<file path="config.mk">
export PLATFORM = sky130hd
export DESIGN_NAME = conv1_weight_arbiter
export DESIGN_NICKNAME = d
export VERILOG_FILES = /design/src/rtl/conv1_weight_arbiter.sv
export SDC_FILE = /design/constraint.sdc
export NUM_CORES = 1
export LEC_CHECK = 0
export ABC_AREA = 1
export BUFFER_PORTS_ARGS = -buffer_cell sky130_fd_sc_hd__buf_2
export CORE_AREA = 2 2 84 86
export CTS_BUF_LIST = sky130_fd_sc_hd__clkbuf_8
export CTS_CLUSTER_DIAMETER = 120
export CTS_CLUSTER_SIZE = 10
export DETAILED_ROUTE_END_ITERATION = 16
export DIE_AREA = 0 0 86 88
export SLEW_MARGIN = 15
export SYNTH_ARGS = -nofsm -noshare
export SYNTH_HDL_FRONTEND = slang
export SYNTH_SLANG_ARGS = --single-unit
export TNS_END_PERCENT = 5
</file>
<file path="constraint.sdc">
create_clock -name clk -period 1.81 [get_ports clk]
set_clock_uncertainty 0.05 [all_clocks]
set_input_delay 0 -clock clk [delete_from_list [all_inputs] [get_ports clk]]
set_output_delay 0 -clock clk [all_outputs]
set_load 0.01 [all_outputs]
</file>
<file path="src/rtl/conv1_weight_arbiter.sv">
// Shares the single-port conv1 weight RAM between one weight-load writer and two
// round-robin readers; read data comes back three cycles after the request is sampled.
module conv1_weight_arbiter #(
  parameter int ADDR_W       = 17,
  parameter int DATA_W       = 4,
  parameter int WR_BURST_MAX = 8
) (
  input  logic              clk,
  input  logic              rst,
  input  logic              rd0_req,
  input  logic [ADDR_W-1:0] rd0_addr,
  output logic              rd0_gnt,
  output logic              rd0_valid,
  output logic [DATA_W-1:0] rd0_data,
  input  logic              rd1_req,
  input  logic [ADDR_W-1:0] rd1_addr,
  output logic              rd1_gnt,
  output logic              rd1_valid,
  output logic [DATA_W-1:0] rd1_data,
  input  logic              wr_req,
  input  logic [ADDR_W-1:0] wr_addr,
  input  logic [DATA_W-1:0] wr_data,
  output logic              wr_gnt,
  output logic              ram_en,
  output logic              ram_we,
  output logic [ADDR_W-1:0] ram_addr,
  output logic [DATA_W-1:0] ram_wdata,
  input  logic [DATA_W-1:0] ram_rdata
);

  localparam int NUM_RD   = 2;
  localparam int STREAK_W = $clog2(WR_BURST_MAX + 1);
  localparam logic [STREAK_W-1:0] STREAK_MAX = STREAK_W'(WR_BURST_MAX);

  logic [NUM_RD-1:0]   rd_req;
  logic [NUM_RD-1:0]   rd_elig;
  logic [NUM_RD-1:0]   rd_gnt_reg, rd_gnt_next;
  logic                wr_elig, cap_hit;
  logic                wr_gnt_reg, wr_gnt_next;
  logic [STREAK_W-1:0] wr_streak_reg, wr_streak_next;
  logic                rr_ptr_reg, rr_ptr_next;  // index of the reader that wins the next tie
  logic                ram_en_reg, ram_we_reg;
  logic [ADDR_W-1:0]   ram_addr_reg, ram_addr_next;
  logic [DATA_W-1:0]   ram_wdata_reg, ram_wdata_next;
  logic [1:0]          tag_vld_reg;
  logic [1:0]          tag_id_reg;

  assign rd_req = {rd1_req, rd0_req};

  always_comb begin
    // A requester still holding req during its own grant cycle must not win again.
    rd_elig        = rd_req & ~rd_gnt_reg;
    wr_elig        = wr_req & ~wr_gnt_reg;
    cap_hit        = (wr_streak_reg == STREAK_MAX) && (|rd_elig);
    wr_gnt_next    = 1'b0;
    rd_gnt_next    = '0;
    rr_ptr_next    = rr_ptr_reg;
    wr_streak_next = '0;
    ram_addr_next  = ram_addr_reg;
    ram_wdata_next = ram_wdata_reg;

    if (wr_elig && !cap_hit) begin
      wr_gnt_next = 1'b1;
    end else if (&rd_elig) begin
      rd_gnt_next[rr_ptr_reg] = 1'b1;
    end else begin
      rd_gnt_next = rd_elig;
    end

    if (rd_gnt_next[0]) begin
      rr_ptr_next = 1'b1;
    end else if (rd_gnt_next[1]) begin
      rr_ptr_next = 1'b0;
    end

    if (wr_gnt_next) begin
      wr_streak_next = (wr_streak_reg == STREAK_MAX) ? wr_streak_reg
                                                     : wr_streak_reg + STREAK_W'(1);
    end

    if (wr_gnt_next) begin
      ram_addr_next  = wr_addr;
      ram_wdata_next = wr_data;
    end else if (rd_gnt_next[1]) begin
      ram_addr_next = rd1_addr;
    end else if (rd_gnt_next[0]) begin
      ram_addr_next = rd0_addr;
    end
  end

  always_ff @(posedge clk or posedge rst) begin
    if (rst) begin
      rd_gnt_reg    <= '0;
      wr_gnt_reg    <= 1'b0;
      wr_streak_reg <= '0;
      rr_ptr_reg    <= 1'b0;
      ram_en_reg    <= 1'b0;
      ram_we_reg    <= 1'b0;
      ram_addr_reg  <= '0;
      ram_wdata_reg <= '0;
      tag_vld_reg   <= '0;
      tag_id_reg    <= '0;
    end else begin
      rd_gnt_reg    <= rd_gnt_next;
      wr_gnt_reg    <= wr_gnt_next;
      wr_streak_reg <= wr_streak_next;
      rr_ptr_reg    <= rr_ptr_next;
      ram_en_reg    <= wr_gnt_next | (|rd_gnt_next);
      ram_we_reg    <= wr_gnt_next;
      ram_addr_reg  <= ram_addr_next;
      ram_wdata_reg <= ram_wdata_next;
      // Stage 0 lines up with the RAM access, stage 1 with ram_rdata.
      tag_vld_reg   <= {tag_vld_reg[0], |rd_gnt_next};
      tag_id_reg    <= {tag_id_reg[0], rd_gnt_next[1]};
    end
  end

  generate
    for (genvar gi = 0; gi < NUM_RD; gi++) begin : g_ret
      logic              valid_reg;
      logic [DATA_W-1:0] data_reg;
      logic              hit;

      assign hit = tag_vld_reg[1] && (tag_id_reg[1] == 1'(gi));

      always_ff @(posedge clk or posedge rst) begin
        if (rst) begin
          valid_reg <= 1'b0;
          data_reg  <= '0;
        end else begin
          valid_reg <= hit;
          if (hit) begin
            data_reg <= ram_rdata;
          end
        end
      end
    end
  endgenerate

  assign rd0_gnt   = rd_gnt_reg[0];
  assign rd1_gnt   = rd_gnt_reg[1];
  assign wr_gnt    = wr_gnt_reg;
  assign rd0_valid = g_ret[0].valid_reg;
  assign rd1_valid = g_ret[1].valid_reg;
  assign rd0_data  = g_ret[0].data_reg;
  assign rd1_data  = g_ret[1].data_reg;
  assign ram_en    = ram_en_reg;
  assign ram_we    = ram_we_reg;
  assign ram_addr  = ram_addr_reg;
  assign ram_wdata = ram_wdata_reg;

endmodule
</file>
==> results.cfg, run 1 <==
[pwr]
power_density_nw_per_um2 = 798
irDropWorstVdd_mv = 0.330
p_sw_share_pct = 33.1
switchingPower_uw = 894
power.leakage_nw = 1.91
power_frac_clock_pct = 24.6
p_total_mw = 2.70
sequentialPowerShare_pct = 45.2
p_int_mw = 1.81
comb_power_share_pct = 30.2

[global_routing]
antenna_found_initial = 0
gr-usage-all-layers_pct = 16.9
globalRouteMet3Util_pct = 4.24
met2_usage_pct = 28.3
busiest_layer = met2
grt_max_degree = 44
first_global_vias = 2152
grt_util_met1_pct = 21.6
overflow = 0
grt_first_pass_wirelength_um = 9860

[yosys]
ys_seq_area_share_pct = 47.1
synth-seq-cells = 43
synth_warnings = 0
syn_inst = 288
syn-num-nets = 354
synth.distinct_cells = 26
avgSynthCellArea_um2 = 7.94
mappedNetlistArea_um2 = 2290

[drt]
drtPass1Iterations = 4
drt-total-wl_um = 6400
vias_per_cell = 4.38
drt_iter0_drc = 59
vias = 2270
drcViolationCount = 0
ant_nets = 0
wl_per_cell_um = 12.3

[setup_path]
critical_path.startpoint_type = flip-flop
cp-endpoint = rr_ptr_reg$_DFFE_PP0P_
reg2reg_from = wr_streak_reg[1]$_DFFE_PP0P_
critical-path-top-delay-family = simple AND/OR/NAND/NOR gates
rr_endpoint = rr_ptr_reg$_DFFE_PP0P_
crit_start = wr_streak_reg[1]$_DFFE_PP0P_
crit_chain = inv_1, ha_1, nand2_2, nor2_4, nand2_4, nand2_8, inv_2, nor2_2, o21ai_0
cp_max_fo = 14
setup.worst_path.class = reg -> reg
worstSetupEndpointType = flip-flop
cp.arrival_ns = 1.81
critical_path_buf_inv_count = 2
required_ns = 1.95
crit_cells = 9
ff2ff_setup_slack_ns = 0.14
slowest_delay_ns = 0.43
cp_slowest_cell = dfrtp_1
reg2reg_depth = 9

[timing]
fmax_ghz = 0.600
slew_headroom_pct = 62.8
finalWorstSetupSlack_ns = 0.143
slew_violations = 0
fin_setup_tns_ns = 0
fin_crit_sh_pct = 92.1
hold_viol = 0
setup_viol = 0
tightestPinTransition_ns = 0.558
finalCriticalPeriod_ns = 1.67
rsz0062_at_grt = no
holdWs_ns = 0.00880

[cts]
cts_root_buffer = clkbuf_8
cts-htree-levels = 2
clkTransAtPathRegs_ns = 0.08
clock_latency_ns = 0.30
cts_sinks = 43
cts_tree = yes
clk_path_buf_depth = 2
cts_made_buffers = 5

[run]
max_cap_viol_count = 0

[layout]
final_cell_mix = nand2_1, buf_2, dfrtp_1
drive_above_1_share_pct = 30.6
syn2layout_area_growth_pct = 48.1
fin_cells = 518
fillers = 654
nets = 503
ff_latch_area_um2 = 1080
final_common_cell = nand2_1
largest_register_ffs = 17
multiInputGateArea_um2 = 961
antennaDiodeCount = 0

[placement]
dp_hpwl_um = 4190
place_ws_ns = 0.127
place.gp.congestion = 0.779
dp_cells = 463
port-buffer-count = 99

[floorplanning]
die_area_um2 = 7570
die-height_um = 88
core.rowCount = 30
core_um2 = 6640
die_w_um = 86
initial_utilization_pct = 34.4
io_pins = 100

[min_path]
hold_path.class = in -> reg

[status]
status = finished clean
-- what timing repair did --
item / 4_1_cts / 5_1_grt
setup buffers: 0 / 5
endpoints found under the hold margin: 72 / 0
hold buffers: 41 / 0
setup endpoints to repair: 0 / 2
resized for setup: 0 / 1
-- worst min path at each step --
stage                     depth (start not counted)        from                  endpoint  slack, ns
after floorplan                                   2  wr_data[0]  ram_wdata[0]$_DFFE_PP0P_       0.06
after global placement                            3         rst   ram_addr[3]$_DFFE_PP0P_       0.12
after detailed placement                          3         rst   rd1_data[0]$_DFFE_PP0P_       0.13
after CTS                                         6  wr_addr[2]   ram_addr[2]$_DFFE_PP0P_      0.005
after global routing                              6  wr_addr[5]   ram_addr[5]$_DFFE_PP0P_       0.04
final                                             6  wr_addr[7]   ram_addr[7]$_DFFE_PP0P_      0.009
-- per-stage QoR --
step	utilization, %	cell area [um^2]
2_1_floorplan	-	2290
3_3_place_gp	42.5	2820
3_5_place_dp	42.5	2820
4_1_cts	50.2	3330
5_1_grt	51.0	3390
6_report	51.0	3390
-- power groups by stage --
stage,logic [mW],clock network [mW],registers (mW)
after floorplan,0.382,0,1.31
after global placement,0.741,0,1.24
after detailed placement,0.752,0,1.24
after CTS,0.822,0.694,1.22
after global routing,0.926,0.736,1.24
final,0.817,0.664,1.22
-- cell usage after synthesis, drive strengths merged --
cell type  number  area, um^2
nand2         125         498
dfrtp          43        1080
inv            38         143
nand3          23         140
nand3b         17         128
buf            10         103
nor2           10        63.8
o21ai           9        45.0
clkinv          4        15.0
a21oi           3        22.5
ha              2        25.0
nor3            2        10.0
xnor2           1        8.76
xor2            1        8.76
-- logic make-up (layout without fill, tap and decap cells) --
kind of cell / after synthesis / count (layout) / share of synthesized area (%)
adder cells (fa/ha/maj): 2 / 2 / 1.09
AND/OR/NAND/NOR: 177 / 178 / 36.7
AO/OA/AOI/OAI: 12 / 12 / 2.96
XOR/XNOR: 2 / 2 / 0.766
buffers and inverters: 52 / 201 / 11.4
flip-flops: 43 / 43 / 47.1
-- worst reg2reg max path, stage by stage (launching register included) --
cell and delay [ns]:
dfrtp_1 0.43, inv_1 0.09, ha_1 0.16, nand2_2 0.07
nor2_4 0.16, nand2_4 0.14, nand2_8 0.16, inv_2 0.10
nor2_2 0.11, o21ai_0 0.08
-- metal layers --
| metal | vias to the layer above | wire length (um) |
|---|---|---|
| li1 | 1174 | - |
| met1 | 1016 | 2890 |
| met2 | 72 | 3050 |
| met3 | 8 | 367 |
| met4 | 0 | 93 |
| met5 | - | 0 |
-- final cells by class --
class	count	share of cell area (%)
clock buffers	6	2.44
clock inverters	2	0.480
inverters	42	4.66
multi-input cells	194	28.4
flip-flops and latches	43	31.8
well taps	80	2.96
repair buffers	151	29.3
Note: power is estimated with default switching activity, not from simulation.
==> inputs of run 2 (changes only) <==
ABC_AREA = not set   (was 1)
BUFFER_PORTS_ARGS = -buffer_cell sky130_fd_sc_hd__clkbuf_2   (was -buffer_cell sky130_fd_sc_hd__buf_2)
CORE_AREA = 2 2 78 80   (was 2 2 84 86)
DIE_AREA = 0 0 80 82   (was 0 0 86 88)
==> results.cfg, run 2 <==
[status]
status = finished clean

[yosys]
synth.top_cell.area_share_pct = 55.5
async_reset_ff_share_pct = 100
synth-seq-cells = 43
avgSynthCellArea_um2 = 12.8
synth_edf_count = 0
synth_ff_type = dfrtp_1
ys_seq_area_share_pct = 55.5
synth_most_common_cell = dfrtp_1
syn-num-nets = 218
synth.distinct_cells = 28
synthTopCellsByCount = dfrtp_1, a21oi_1, mux2i_1
yosys-top-cells-area = dfrtp_1, mux2i_1, o32ai_1, a21oi_1, mux2_2
synth_warnings = 0
yosys.area.top_type = dfrtp_1
mappedNetlistArea_um2 = 1940
syn_inst = 152

[cts]
cts_root_buffer = clkbuf_8
cts_tree = yes
cts-htree-levels = 2
clk_path_buf_depth = 2
cts-resized-gates = 0
clock_latency_ns = 0.29
cts_made_buffers = 5
cts_sinks = 43
clkTransAtPathRegs_ns = 0.08

[floorplanning]
core_um2 = 5750
initial_utilization_pct = 33.8
die-height_um = 82
die_area_um2 = 6560
io_pins = 100
die_w_um = 80
core.rowCount = 28

[placement]
dp_hpwl_um = 3490
port-buffer-count = 99
place.gp.congestion = 0.740
place_ws_ns = 0.0694

[setup_path]
cp.arrival_ns = 1.81
worstSetupEndpointType = flip-flop
cp_slowest_cell = dfrtp_1
rr_endpoint = ram_wdata[3]$_DFFE_PP0P_
crit_chain = inv_1, ha_1, nand3b_4, a21oi_4, or2b_4, inv_4, mux2_4
reg2reg_depth = 7
required_ns = 1.93
ff2ff_setup_slack_ns = 0.12
critical_path.startpoint_type = flip-flop
setup.worst_path.class = reg -> reg
slowest_delay_ns = 0.37
reg2reg_from = wr_streak_reg[1]$_DFFE_PP0P_
cp_max_fo = 7

[global_routing]
grt_max_degree = 32
grt_first_pass_wirelength_um = 9260
overflow = 0
first_global_vias = 1993
antenna_found_initial = 0
gr-usage-all-layers_pct = 18.9

[pwr]
power.leakage_nw = 1.55
irDropWorstVdd_mv = 0.357
power_density_nw_per_um2 = 826

[layout]
final_common_cell = clkbuf_2
syn2layout_area_growth_pct = 66.6
drive_above_1_share_pct = 41.8
fillers = 488
antennaDiodeCount = 0
final_cell_mix = clkbuf_2, dlygate4sd3_1, dfrtp_1
nets = 382
largest_register_ffs = 17
fin_util_pct = 56.2

[timing]
rsz0062_at_grt = no
fmax_ghz = 0.591
holdWs_ns = 0.0853
fin_crit_sh_pct = 93.4
finalCriticalPeriod_ns = 1.69
hold_viol = 0
slew_violations = 0
slew_headroom_pct = 56.4
finalWorstSetupSlack_ns = 0.119
tightestPinTransition_ns = 0.652
fin_setup_tns_ns = 0
setup_viol = 0

[run]
max_cap_viol_count = 0

[min_path]
holdPathEnd = rr_ptr_reg$_DFFE_PP0P_
holdPathStages = 3
min_from = rd1_req
hold_path.class = in -> reg

[drt]
wl_per_cell_um = 15.5
drtPass1Iterations = 5
ant_nets = 0
drt_iter0_drc = 74
vias = 1863
drt-total-wl_um = 6050
vias_per_cell = 4.76
drcViolationCount = 0
-- run 2: logic make-up after synthesis --
family	count (synthesis)	share of synthesized area (%)
DFF	43	55.5
buffers and inverters	15	4.13
adders and majority gates	2	1.29
AOI/OAI and AO/OA	42	15.4
and+or+nand+nor	18	5.74
muxes	30	17.0
xor gates and xnor gates	2	0.903
-- run 2: cell type report --
type	count	area, um^2	area share [%]
repair buffers	167	1170	36.2
well taps	75	93.8	2.90
inverters	5	21.3	0.658
flip-flops and latches	43	1080	33.3
clock inverters	1	5.00	0.155
clock buffers	6	82.6	2.56
multi-input cells	94	783	24.2
-- run 2: worst max-delay path by stage --
| stage | start | endpoint | slack, ns | cells past startpoint |
|---|---|---|---|---|
| after detailed placement | wr_streak_reg[0]$_DFFE_PP0P_ | ram_wdata[0]$_DFFE_PP0P_ | 0.07 | 7 |
| after floorplan | wr_streak_reg[0]$_DFFE_PP0P_ | ram_wdata[0]$_DFFE_PP0P_ | 0.13 | 7 |
| after CTS | wr_streak_reg[0]$_DFFE_PP0P_ | ram_wdata[3]$_DFFE_PP0P_ | 0.06 | 7 |
| after global placement | wr_streak_reg[0]$_DFFE_PP0P_ | ram_wdata[3]$_DFFE_PP0P_ | 0.11 | 7 |
| final | wr_streak_reg[1]$_DFFE_PP0P_ | ram_wdata[3]$_DFFE_PP0P_ | 0.12 | 7 |
| after global routing | wr_streak_reg[1]$_DFFE_PP0P_ | ram_wdata[3]$_DFFE_PP0P_ | 0.07 | 7 |
-- run 2: metrics by stage --
step           instance area (um^2)  power (mW)  std cells
6_report                       3230        2.67        391
5_1_grt                        3230        2.84        391
4_1_cts                        3220        2.68        390
3_5_place_dp                   2530        1.97        323
3_3_place_gp                   2530        1.95        323
2_1_floorplan                  1940        1.65        152
-- run 2: routing by layer --
| metal | up-vias | wire length, um | global-route usage (%) |
|---|---|---|---|
| met3 | 14 | 352 | 4.84 |
| met4 | 0 | 145 | 9.49 |
| li1 | 884 | - | - |
| met2 | 89 | 3210 | 35.2 |
| met1 | 876 | 2330 | 19.7 |
| met5 | - | 0 | 0 |
-- run 2: critical path: cells and delay by family, from the launching register on --
kind / cells / cell delay [ns]
adders and majority gates: 1 / 0.22
AOI/OAI and AO/OA: 1 / 0.04
DFF: 1 / 0.37
buffers and inverters: 2 / 0.16
muxes: 1 / 0.30
and+or+nand+nor: 2 / 0.43
-- run 2: power by group --
| group | switching (mW) | leakage, nW | total, mW | internal, mW |
|---|---|---|---|---|
| logic | 0.383 | 0.997 | 0.824 | 0.441 |
| clock network | 0.314 | 0.0470 | 0.613 | 0.300 |
| registers | 0.0974 | 0.507 | 1.23 | 1.13 |
-- run 2: repair_timing --
| action | CTS | global route |
|---|---|---|
| endpoints found under the setup margin | 0 | 2 |
| hold buffers | 60 | 0 |
| endpoints found under the hold margin | 59 | 0 |
| buffers inserted | 0 | 1 |
